$ cat src/rtl/arb_req_queue.sv
// arb_req_queue: per-requester FIFO stage in front of a round-robin arbiter.
// Each of N channels buffers its valid/ready stream in a DEPTH-entry FIFO.
// Non-empty FIFOs raise req while the output register can take an entry.
// The granted head is moved into a single registered valid/ready output.
// Optional feature macro: ARB_REQ_QUEUE_CNT_EN adds per-channel 16-bit
// saturating grant counters on output port grant_cnt.
module arb_req_queue #(
    parameter int N     = 16,
    parameter int DW    = 32,
    parameter int DEPTH = 4
) (
    input  logic                            clk,
    input  logic                            rst_n,
    input  logic [N-1:0]                    in_valid,
    input  logic [N*DW-1:0]                 in_data,
    output logic [N-1:0]                    in_ready,
    output logic [N-1:0]                    req,
    input  logic [N-1:0]                    grant,
`ifdef ARB_REQ_QUEUE_CNT_EN
    output logic [N*16-1:0]                 grant_cnt,
`endif
    output logic                            out_valid,
    output logic [DW-1:0]                   out_data,
    output logic [((N > 1) ? $clog2(N) : 1)-1:0] out_src,
    input  logic                            out_ready
);

    localparam int AW = $clog2(DEPTH);
    localparam int PW = AW + 1;
    localparam int SW = (N > 1) ? $clog2(N) : 1;

    logic [DW-1:0] mem_r    [N][DEPTH];
    logic [PW-1:0] wr_ptr_r [N];
    logic [PW-1:0] rd_ptr_r [N];

    logic [N-1:0]  full_s;
    logic [N-1:0]  empty_s;
    logic [N-1:0]  push_s;
    logic [N-1:0]  pop_s;
    logic [N-1:0]  eff_grant_s;
    logic          out_free_s;
    logic          sel_valid_s;
    logic [SW-1:0] sel_idx_s;
    logic [DW-1:0] head_data_s;

    logic          out_valid_r;
    logic [DW-1:0] out_data_r;
    logic [SW-1:0] out_src_r;

    // FIFO status flags, handshakes and the request vector seen by the arbiter
    always_comb begin
        full_s      = '0;
        empty_s     = '0;
        push_s      = '0;
        out_free_s  = !out_valid_r || out_ready;
        for (int i = 0; i < N; i++) begin
            empty_s[i] = (wr_ptr_r[i] == rd_ptr_r[i]);
            full_s[i]  = (wr_ptr_r[i][AW] != rd_ptr_r[i][AW]) &&
                         (wr_ptr_r[i][AW-1:0] == rd_ptr_r[i][AW-1:0]);
            // no pass-through: a full FIFO refuses a push even while being popped
            push_s[i]  = in_valid[i] && !full_s[i];
        end
        in_ready    = ~full_s;
        req         = ~empty_s & {N{out_free_s}};
        eff_grant_s = grant & req;
    end

    // Resolve the effective grant to a single channel; lowest index wins if illegal
    always_comb begin
        sel_valid_s = 1'b0;
        sel_idx_s   = '0;
        pop_s       = '0;
        for (int i = 0; i < N; i++) begin
            if (eff_grant_s[i] && !sel_valid_s) begin
                sel_valid_s = 1'b1;
                sel_idx_s   = SW'(i);
            end else begin
                sel_valid_s = sel_valid_s;
            end
        end
        for (int i = 0; i < N; i++) begin
            pop_s[i] = sel_valid_s && (sel_idx_s == SW'(i));
        end
        head_data_s = mem_r[sel_idx_s][rd_ptr_r[sel_idx_s][AW-1:0]];
    end

    // FIFO payload storage; contents need no reset since pointers define validity
    always_ff @(posedge clk) begin
        for (int i = 0; i < N; i++) begin
            if (push_s[i]) begin
                mem_r[i][wr_ptr_r[i][AW-1:0]] <= in_data[i*DW +: DW];
            end
        end
    end

    // FIFO read/write pointers, wrapping modulo 2*DEPTH
    always_ff @(posedge clk) begin
        if (!rst_n) begin
            for (int i = 0; i < N; i++) begin
                wr_ptr_r[i] <= '0;
                rd_ptr_r[i] <= '0;
            end
        end else begin
            for (int i = 0; i < N; i++) begin
                if (push_s[i]) begin
                    wr_ptr_r[i] <= wr_ptr_r[i] + PW'(1);
                end
                if (pop_s[i]) begin
                    rd_ptr_r[i] <= rd_ptr_r[i] + PW'(1);
                end
            end
        end
    end

    // Output register: load the granted head when free, otherwise hold
    always_ff @(posedge clk) begin
        if (!rst_n) begin
            out_valid_r <= 1'b0;
            out_data_r  <= '0;
            out_src_r   <= '0;
        end else if (out_free_s) begin
            if (sel_valid_s) begin
                out_valid_r <= 1'b1;
                out_data_r  <= head_data_s;
                out_src_r   <= sel_idx_s;
            end else begin
                out_valid_r <= 1'b0;
            end
        end
    end

    assign out_valid = out_valid_r;
    assign out_data  = out_data_r;
    assign out_src   = out_src_r;

`ifdef ARB_REQ_QUEUE_CNT_EN
    logic [15:0] cnt_r [N];

    // Per-channel saturating count of effective grants
    always_ff @(posedge clk) begin
        if (!rst_n) begin
            for (int i = 0; i < N; i++) begin
                cnt_r[i] <= 16'h0000;
            end
        end else begin
            for (int i = 0; i < N; i++) begin
                if (eff_grant_s[i] && (cnt_r[i] != 16'hFFFF)) begin
                    cnt_r[i] <= cnt_r[i] + 16'h0001;
                end
            end
        end
    end

    // Flatten counters onto the output bus
    always_comb begin
        grant_cnt = '0;
        for (int i = 0; i < N; i++) begin
            grant_cnt[i*16 +: 16] = cnt_r[i];
        end
    end
`endif

endmodule

$ cat config.mk
export PLATFORM = sky130hd
export DESIGN_NAME = arb_req_queue
export DESIGN_NICKNAME = d
export VERILOG_FILES = /design/src/rtl/arb_req_queue.sv
export SDC_FILE = /design/constraint.sdc
export NUM_CORES = 2
export LEC_CHECK = 0
export CORE_ASPECT_RATIO = 0.7
export CORE_MARGIN = 8
export CORE_UTILIZATION = 30
export CTS_CLUSTER_DIAMETER = 150
export DETAILED_ROUTE_END_ITERATION = 10
export RECOVER_POWER = 25
export SLEW_MARGIN = 15
export SYNTH_ARGS = -nofsm -noshare
export SYNTH_HDL_FRONTEND = slang
export SYNTH_SLANG_ARGS = --single-unit
export TNS_END_PERCENT = 30
$ cat constraint.sdc
create_clock -name clk -period 5.4 [get_ports clk]
set_input_delay 0.54 -clock clk [delete_from_list [all_inputs] [get_ports clk]]
set_output_delay 0.54 -clock clk [all_outputs]
set_load 0.02 [all_outputs]
Yosys cells after proc, flatten, opt, wreduce, memory -nomap -nowiden
Memories as Yosys holds them, arrays and structs flattened.
Index checks and enable logic that the tools add are counted.
{"block": "word_totals", "memories": 3, "elab_cells": 513, "out_inout_bits": 69, "ff_bits": 37, "inputBits": 547, "ram_bits": 2144}
{"name": "mem_r", "words": 16, "width": 128, "rd": 1, "rd_clocked_by_memory_dff": 0, "write_ports": 16, "line_no": "32", "text": "logic [DW-1:0] mem_r [N][DEPTH];"}
{"name": "rd_ptr_r", "words": 16, "width": 3, "rd": 17, "rd_clocked_by_memory_dff": 0, "write_ports": 16, "line_no": "34", "text": "logic [PW-1:0] rd_ptr_r [N];"}
{"name": "wr_ptr_r", "words": 16, "width": 3, "rd": 16, "rd_clocked_by_memory_dff": 0, "write_ports": 16, "line_no": "33", "text": "logic [PW-1:0] wr_ptr_r [N];"}
{"block": "classes", "reduce_logical": 114, "addsub": 32, "magnitude_cmp": 33, "n_eq_ne": 63, "bitwise": 53, "mux": 212}
{"cell": "128-bit two-way mux", "count": 16}
{"cell": "32-bit demux with 2-bit select", "count": 16}
{"cell": "32-bit two-way mux", "count": 18}
{"cell": "1-bit two-way mux", "count": 115}
{"cell": "3-bit by 1-bit adder with 3-bit output (second input constant)", "count": 32}
{"cell": "3-bit two-way mux", "count": 32}
{"cell": "1-bit logical AND", "count": 79}
{"cell": "32-bit binary-select mux with 2-bit select", "count": 1}
{"cell": "4-bit two-way mux", "count": 14}
{"cell": "3-bit >= comparator (second input constant)", "count": 17}
{"cell": "2-bit inverter with 3-bit output", "count": 17}
{"cell": "3-bit equality test", "count": 16}
{"cell": "3-bit by 1-bit less-than comparator with 1-bit output (second input constant)", "count": 16}
{"cell": "16-bit AND", "count": 2}
{"cell": "2-bit equality test", "count": 16}
{"cell": "4-bit equality test (second input constant)", "count": 8}
{"cell": "1-bit logical NOT", "count": 32}
{"cell": "16-bit inverter", "count": 2}
{"cell": "1-bit bitwise OR", "count": 32}
{"cell": "4-bit by 3-bit equality test with 1-bit output (second input constant)", "count": 4}
{"cell": "1-bit != test", "count": 16}
{"cell": "4-bit by 2-bit equality test with 1-bit output (second input constant)", "count": 2}
{"cell": "4-bit by 1-bit equality test with 1-bit output (second input constant)", "count": 1}
{"cell": "4-bit logical NOT", "count": 1}
{"cell": "2 further kinds", "count": 2}

Longest topological paths before layout
An unclocked memory read counts as a cell.
{"block": "logic_depth", "depth_word": 57, "ltp_mapped": 20, "mapped_depth_nobuf": 11}

Worst setup path before layout
Ideal clock, no wire load.
{"block": "synth_timing", "path_type": "in2reg", "startpoint": "in out_ready", "endpoint": "reg out_data_r[29] (netlist: out_data[29])", "required_ns": 5.276, "arrival_time_ns": 3.850, "n_path_buf": 4, "path_slack_ns": 1.427, "stages": 15, "setup_ns": 0.124, "cell_sequence": "nand2b_1 > buf_4 > buf_4 > o311a_1 > a211o_1 > or4_4 > o21ai_2 > buf_6 > mux2i_1 > mux2_4 > a2111oi_4 > buf_6 > mux2_1 > a211oi_1 > nor3_1"}
{"block": "synth_via", "elab_chain_len": 54, "elab_cells_between_ends": 71, "classes_between": "mux: 34; bitwise: 3; reduce/logical: 32; memory: 2"}
{"item": "from (decl)", "line_no": "25", "text": "input logic out_ready"}
{"item": "1-bit logical OR (*)", "line_no": "55", "text": "out_free_s = !out_valid_r || out_ready;"}
{"item": "16-bit AND", "line_no": "64", "text": "req = ~empty_s & {N{out_free_s}};"}
{"item": "16-bit AND", "line_no": "65", "text": "eff_grant_s = grant & req;"}
{"item": "1-bit two-way mux", "line_no": "74", "text": "if (eff_grant_s[i] && !sel_valid_s) begin"}
{"item": "1-bit logical NOT", "line_no": "74"}
{"item": "1-bit logical AND", "line_no": "74"}
{"item": "1-bit two-way mux", "line_no": "74"}
{"item": "1-bit logical NOT", "line_no": "74"}
{"item": "[37 not listed]"}
{"item": "1-bit two-way mux", "line_no": "74"}
{"item": "1-bit logical NOT", "line_no": "74"}
{"item": "1-bit logical AND", "line_no": "74"}
{"item": "4-bit two-way mux", "line_no": "74"}
{"item": "memory read 16 x 3 bit"}
{"item": "2-bit inverter with 3-bit output (implied by the code)", "line_no": "84", "text": "head_data_s = mem_r[sel_idx_s][rd_ptr_r[sel_idx_s][AW-1:0]];"}
{"item": "32-bit binary-select mux with 2-bit select", "line_no": "84"}
{"item": "32-bit two-way mux (implied by the code) (2 in a row)", "line_no": "84"}
{"item": "to (signal assigned)", "line_no": "124", "text": "out_data_r <= head_data_s;"}
{"item": "to (decl)", "line_no": "47", "text": "logic [DW-1:0] out_data_r;"}
Every way passes the cells marked *; elsewhere a longest branch is shown, timed or not. The select of a mux whose other input is x is not followed.
A chain may end at the register's enable or synchronous reset.

==> impl_metrics.env <==
export IMPL_rr_endpoint="out_data[16]"
export IMPL_synth_area_sq_mm=0.0871
export IMPL_rr_worst_depth=15
export IMPL_synth_area_leader_cell="edfxtp_1"
export IMPL_min_period_over_period_pct=93.2
export IMPL_cts_resized=0
export IMPL_cts_sinks=2181
export IMPL_cp_end_kind="flop"
export IMPL_core_area_sq_mm=0.289
export IMPL_numCtsBuffers=217
export IMPL_synth_edf_count=2144
export IMPL_cts_max_level=4
export IMPL_relSlewSlack_pct=18.7
export IMPL_yosysSeqAreaShare_pct=74.7
export IMPL_fmaxAchievable_ghz=0.199
export IMPL_worstSetupStartpointType="flop"
export IMPL_hold_start="rst_n"
export IMPL_clock_path_buffers=4
export IMPL_routedWlPerCell_um=35.2
export IMPL_critical_path_depth=15
export IMPL_dpl_hpwl_um=262000
export IMPL_clock_latency_ns=0.91
export IMPL_path_max_fanout=92
export IMPL_area_growth_pct=22.2
export IMPL_slowest_stage="o311ai_1"
export IMPL_min_to="out_src[3]"
export IMPL_place_congestion=0.919
export IMPL_worst_pin_slew_ns=1.22
export IMPL_rows=165
export IMPL_crit_buf_inv=4
export IMPL_setup_viol=0
export IMPL_first_iter_violations=10420
export IMPL_ioPinCount=616
export IMPL_synth_distinct_cells=71
export IMPL_antenna_found_initial=256
export IMPL_ant_nets=0
export IMPL_multi_input_area_sq_mm=0.0207
export IMPL_first_pass_iters=8
export IMPL_synth_flop_cell="edfxtp_1"
export IMPL_final_setup_tns_ns=0
export IMPL_start_util_pct=30.2
export IMPL_synthArstFlopShare_pct=0
export IMPL_synth_top_cell_area_share_pct=73.9
export IMPL_register_area_sq_mm=0.0651
export IMPL_grt_pass1_vias=57528
export IMPL_vias=61552
export IMPL_fin_nets=7500
export IMPL_cts_tree="yes"
export IMPL_die_y_um=467
export IMPL_p_leak_nw=37.1
export IMPL_hold_buffers=0
export IMPL_grt_total_usage_pct=24.1
export IMPL_avgSynthCellArea_sq_um=14.1
export IMPL_worstPathCellList="xor2_1 -> o311ai_1 -> a221o_1 -> a31oi_1 -> buf_4 -> a211oi_4 -> buf_12 -> buf_12 -> mux2i_1 -> o22ai_1 -> nor4_1 -> buf_4 -> nand3_1 -> nand3_1 -> nand3_1"
export IMPL_skew_ns=0.0724
export IMPL_root_buffer="clkbuf_16"
export IMPL_required_ns=6.19
export IMPL_ys_top_cells_by_count="edfxtp_1 (2144), nand2_1 (1403), a21oi_1 (513), mux2i_1 (362), nand3_1 (319)"
export IMPL_hold_violations=0
export IMPL_max_vdd_ir_drop_mv=0.283
export IMPL_place_ws_ns=0.0834
export IMPL_worstHoldPathCells=2
export IMPL_drc=0
export IMPL_yosysWarnings=0
export IMPL_grt_overflow=0
export IMPL_ff2ff_setup_slack_ns=0.37
export IMPL_crit_family="compound AO/OA/AOI/OAI gates"
export IMPL_grt_pass1_wl_um=511000
export IMPL_critical_path_class="reg -> reg"
export IMPL_synth_net_count=6804
export IMPL_drv_cap=0
export IMPL_synth_cells=6177
export IMPL_rr_startpoint="rd_ptr_r[5][1]"
export IMPL_critPathMaxStageDelay_ns=0.62
export IMPL_outcome="finished, final reports clean"
export IMPL_hold_class="in -> reg"
export IMPL_portBuffers=615
export IMPL_fp_dieW_um=660
export IMPL_viasPerCell=5.57
export IMPL_yosysMostFrequentCell="edfxtp_1"
export IMPL_routed_wl_um=389000
export IMPL_fin_total_pwr_mw=46.4
export IMPL_period_needed_ns=5.03
export IMPL_report_final_slew_viol_count=0
export IMPL_ys_ff_latch=2181
export IMPL_power_density_mw_per_mm2=436
export IMPL_path_clk_slew_ns=0.06
export IMPL_worst_slack_ns=0.369
export IMPL_netlist_top_cells_area="edfxtp_1 (74%), nand2_1 (6.0%), mux2i_1 (4.2%)"
export IMPL_postCtsSetupBuffers=0
export IMPL_num_fill_cells=27208
export IMPL_dieArea_sq_mm=0.308
export IMPL_rsz0062_at_grt="false"
export IMPL_grt_max_degree=109
export IMPL_cp_arrival_ns=5.82
export IMPL_cpMostUsedCell="nand3_1"
export IMPL_drive_above_1_share_pct=9.08
-- state kept, by name, indices dropped and copies added (netlist names) --
| register | cells |
|---|---|
| mem_r | 2048 |
| out_data | 32 |
| out_valid | 1 |
| out_src | 4 |
| rd_ptr_r | 48 |
| wr_ptr_r | 48 |
-- where the power goes --
part,switching [mW],internal (mW),total [mW]
registers,0.532,20.0,20.5
logic,7.37,3.17,10.5
clock network,6.75,8.54,15.3
total,14.7,31.7,46.4
-- worst max path at each step --
stage	endpoint	from	slack (ns)
after floorplan	out_data[29]	out_ready	1.43
after global placement	out_data[1]	out_ready	0.08
after detailed placement	out_data[1]	out_ready	0.08
after CTS	out_data[16]	rd_ptr_r[5][1]	0.50
after global routing	out_data[16]	rd_ptr_r[5][1]	0.25
final	out_data[16]	rd_ptr_r[5][1]	0.37
-- worst register-to-register path, delay by kind of cell, from the launching register on --
family,cells,cell delay (ns)
buffers and inverters,4,1.17
multiplexers,1,0.47
flip-flops,1,0.50
XOR/XNOR,1,0.21
AO/OA/AOI/OAI,5,1.73
AND/OR/NAND/NOR,4,0.83
-- cell type report --
cell class | instances | share of cell area [%]
antenna | 163 | 0.383
clock buffer | 271 | 5.35
clock inverter | 124 | 1.16
inverter | 43 | 0.152
multi-input combinational | 3602 | 19.5
sequential | 2181 | 61.2
tap | 3841 | 4.51
timing repair buffer | 828 | 7.80
-- cell usage in the layout (no fill, tap or decap), types with 134 or more instances in the layout --
cell | Yosys | layout
dlygate4sd3_1 | 0 | 288
clkbuf_16 | 0 | 219
buf_4 | 19 | 170
edfxtp_1 | 2144 | 2144
nor4_1 | 134 | 134
nand2_1 | 1403 | 1399
o22ai_1 | 167 | 167
diode_2 | 0 | 163
mux2i_1 | 362 | 362
nand3_1 | 319 | 316
a21oi_1 | 513 | 512
clkdlybuf4s50_1 | 0 | 326
-- layer usage --
| layer | global-route usage [%] | vias up | share of wire [%] |
|---|---|---|---|
| met1 | 31.4 | 30785 | 37 |
| met5 | 0.250 | - | 0.12 |
| li1 | - | 24710 | - |
| met3 | 8.33 | 940 | 14 |
| met2 | 35.8 | 5061 | 44 |
| met4 | 11.8 | 56 | 5.0 |
-- metrics by stage --
| step | cell area (sq um) | std cells | hold slack (ns) | utilization [%] |
|---|---|---|---|---|
| final | 106000 | 11053 | 0.0627 | 36.9 |
| after CTS | 106000 | 10890 | 0.0280 | 36.7 |
| after floorplan | 87100 | 6177 | 0.535 | - |
| after global placement | 99100 | 10495 | 0.464 | 34.3 |
| after detailed placement | 99100 | 10495 | 0.475 | 34.3 |
| after global routing | 106000 | 10989 | 0.0472 | 36.8 |
-- kinds of logic after synthesis --
family / after synthesis / synth area share, %
flip-flops: 2181 / 74.7
XOR/XNOR: 86 / 0.864
AND/OR/NAND/NOR: 2193 / 11.0
adder cells (fa/ha/maj): 80 / 1.15
buffers and inverters: 394 / 1.99
multiplexers: 370 / 4.27
AO/OA/AOI/OAI: 873 / 6.00
Note: power is estimated with default switching activity, not from simulation.
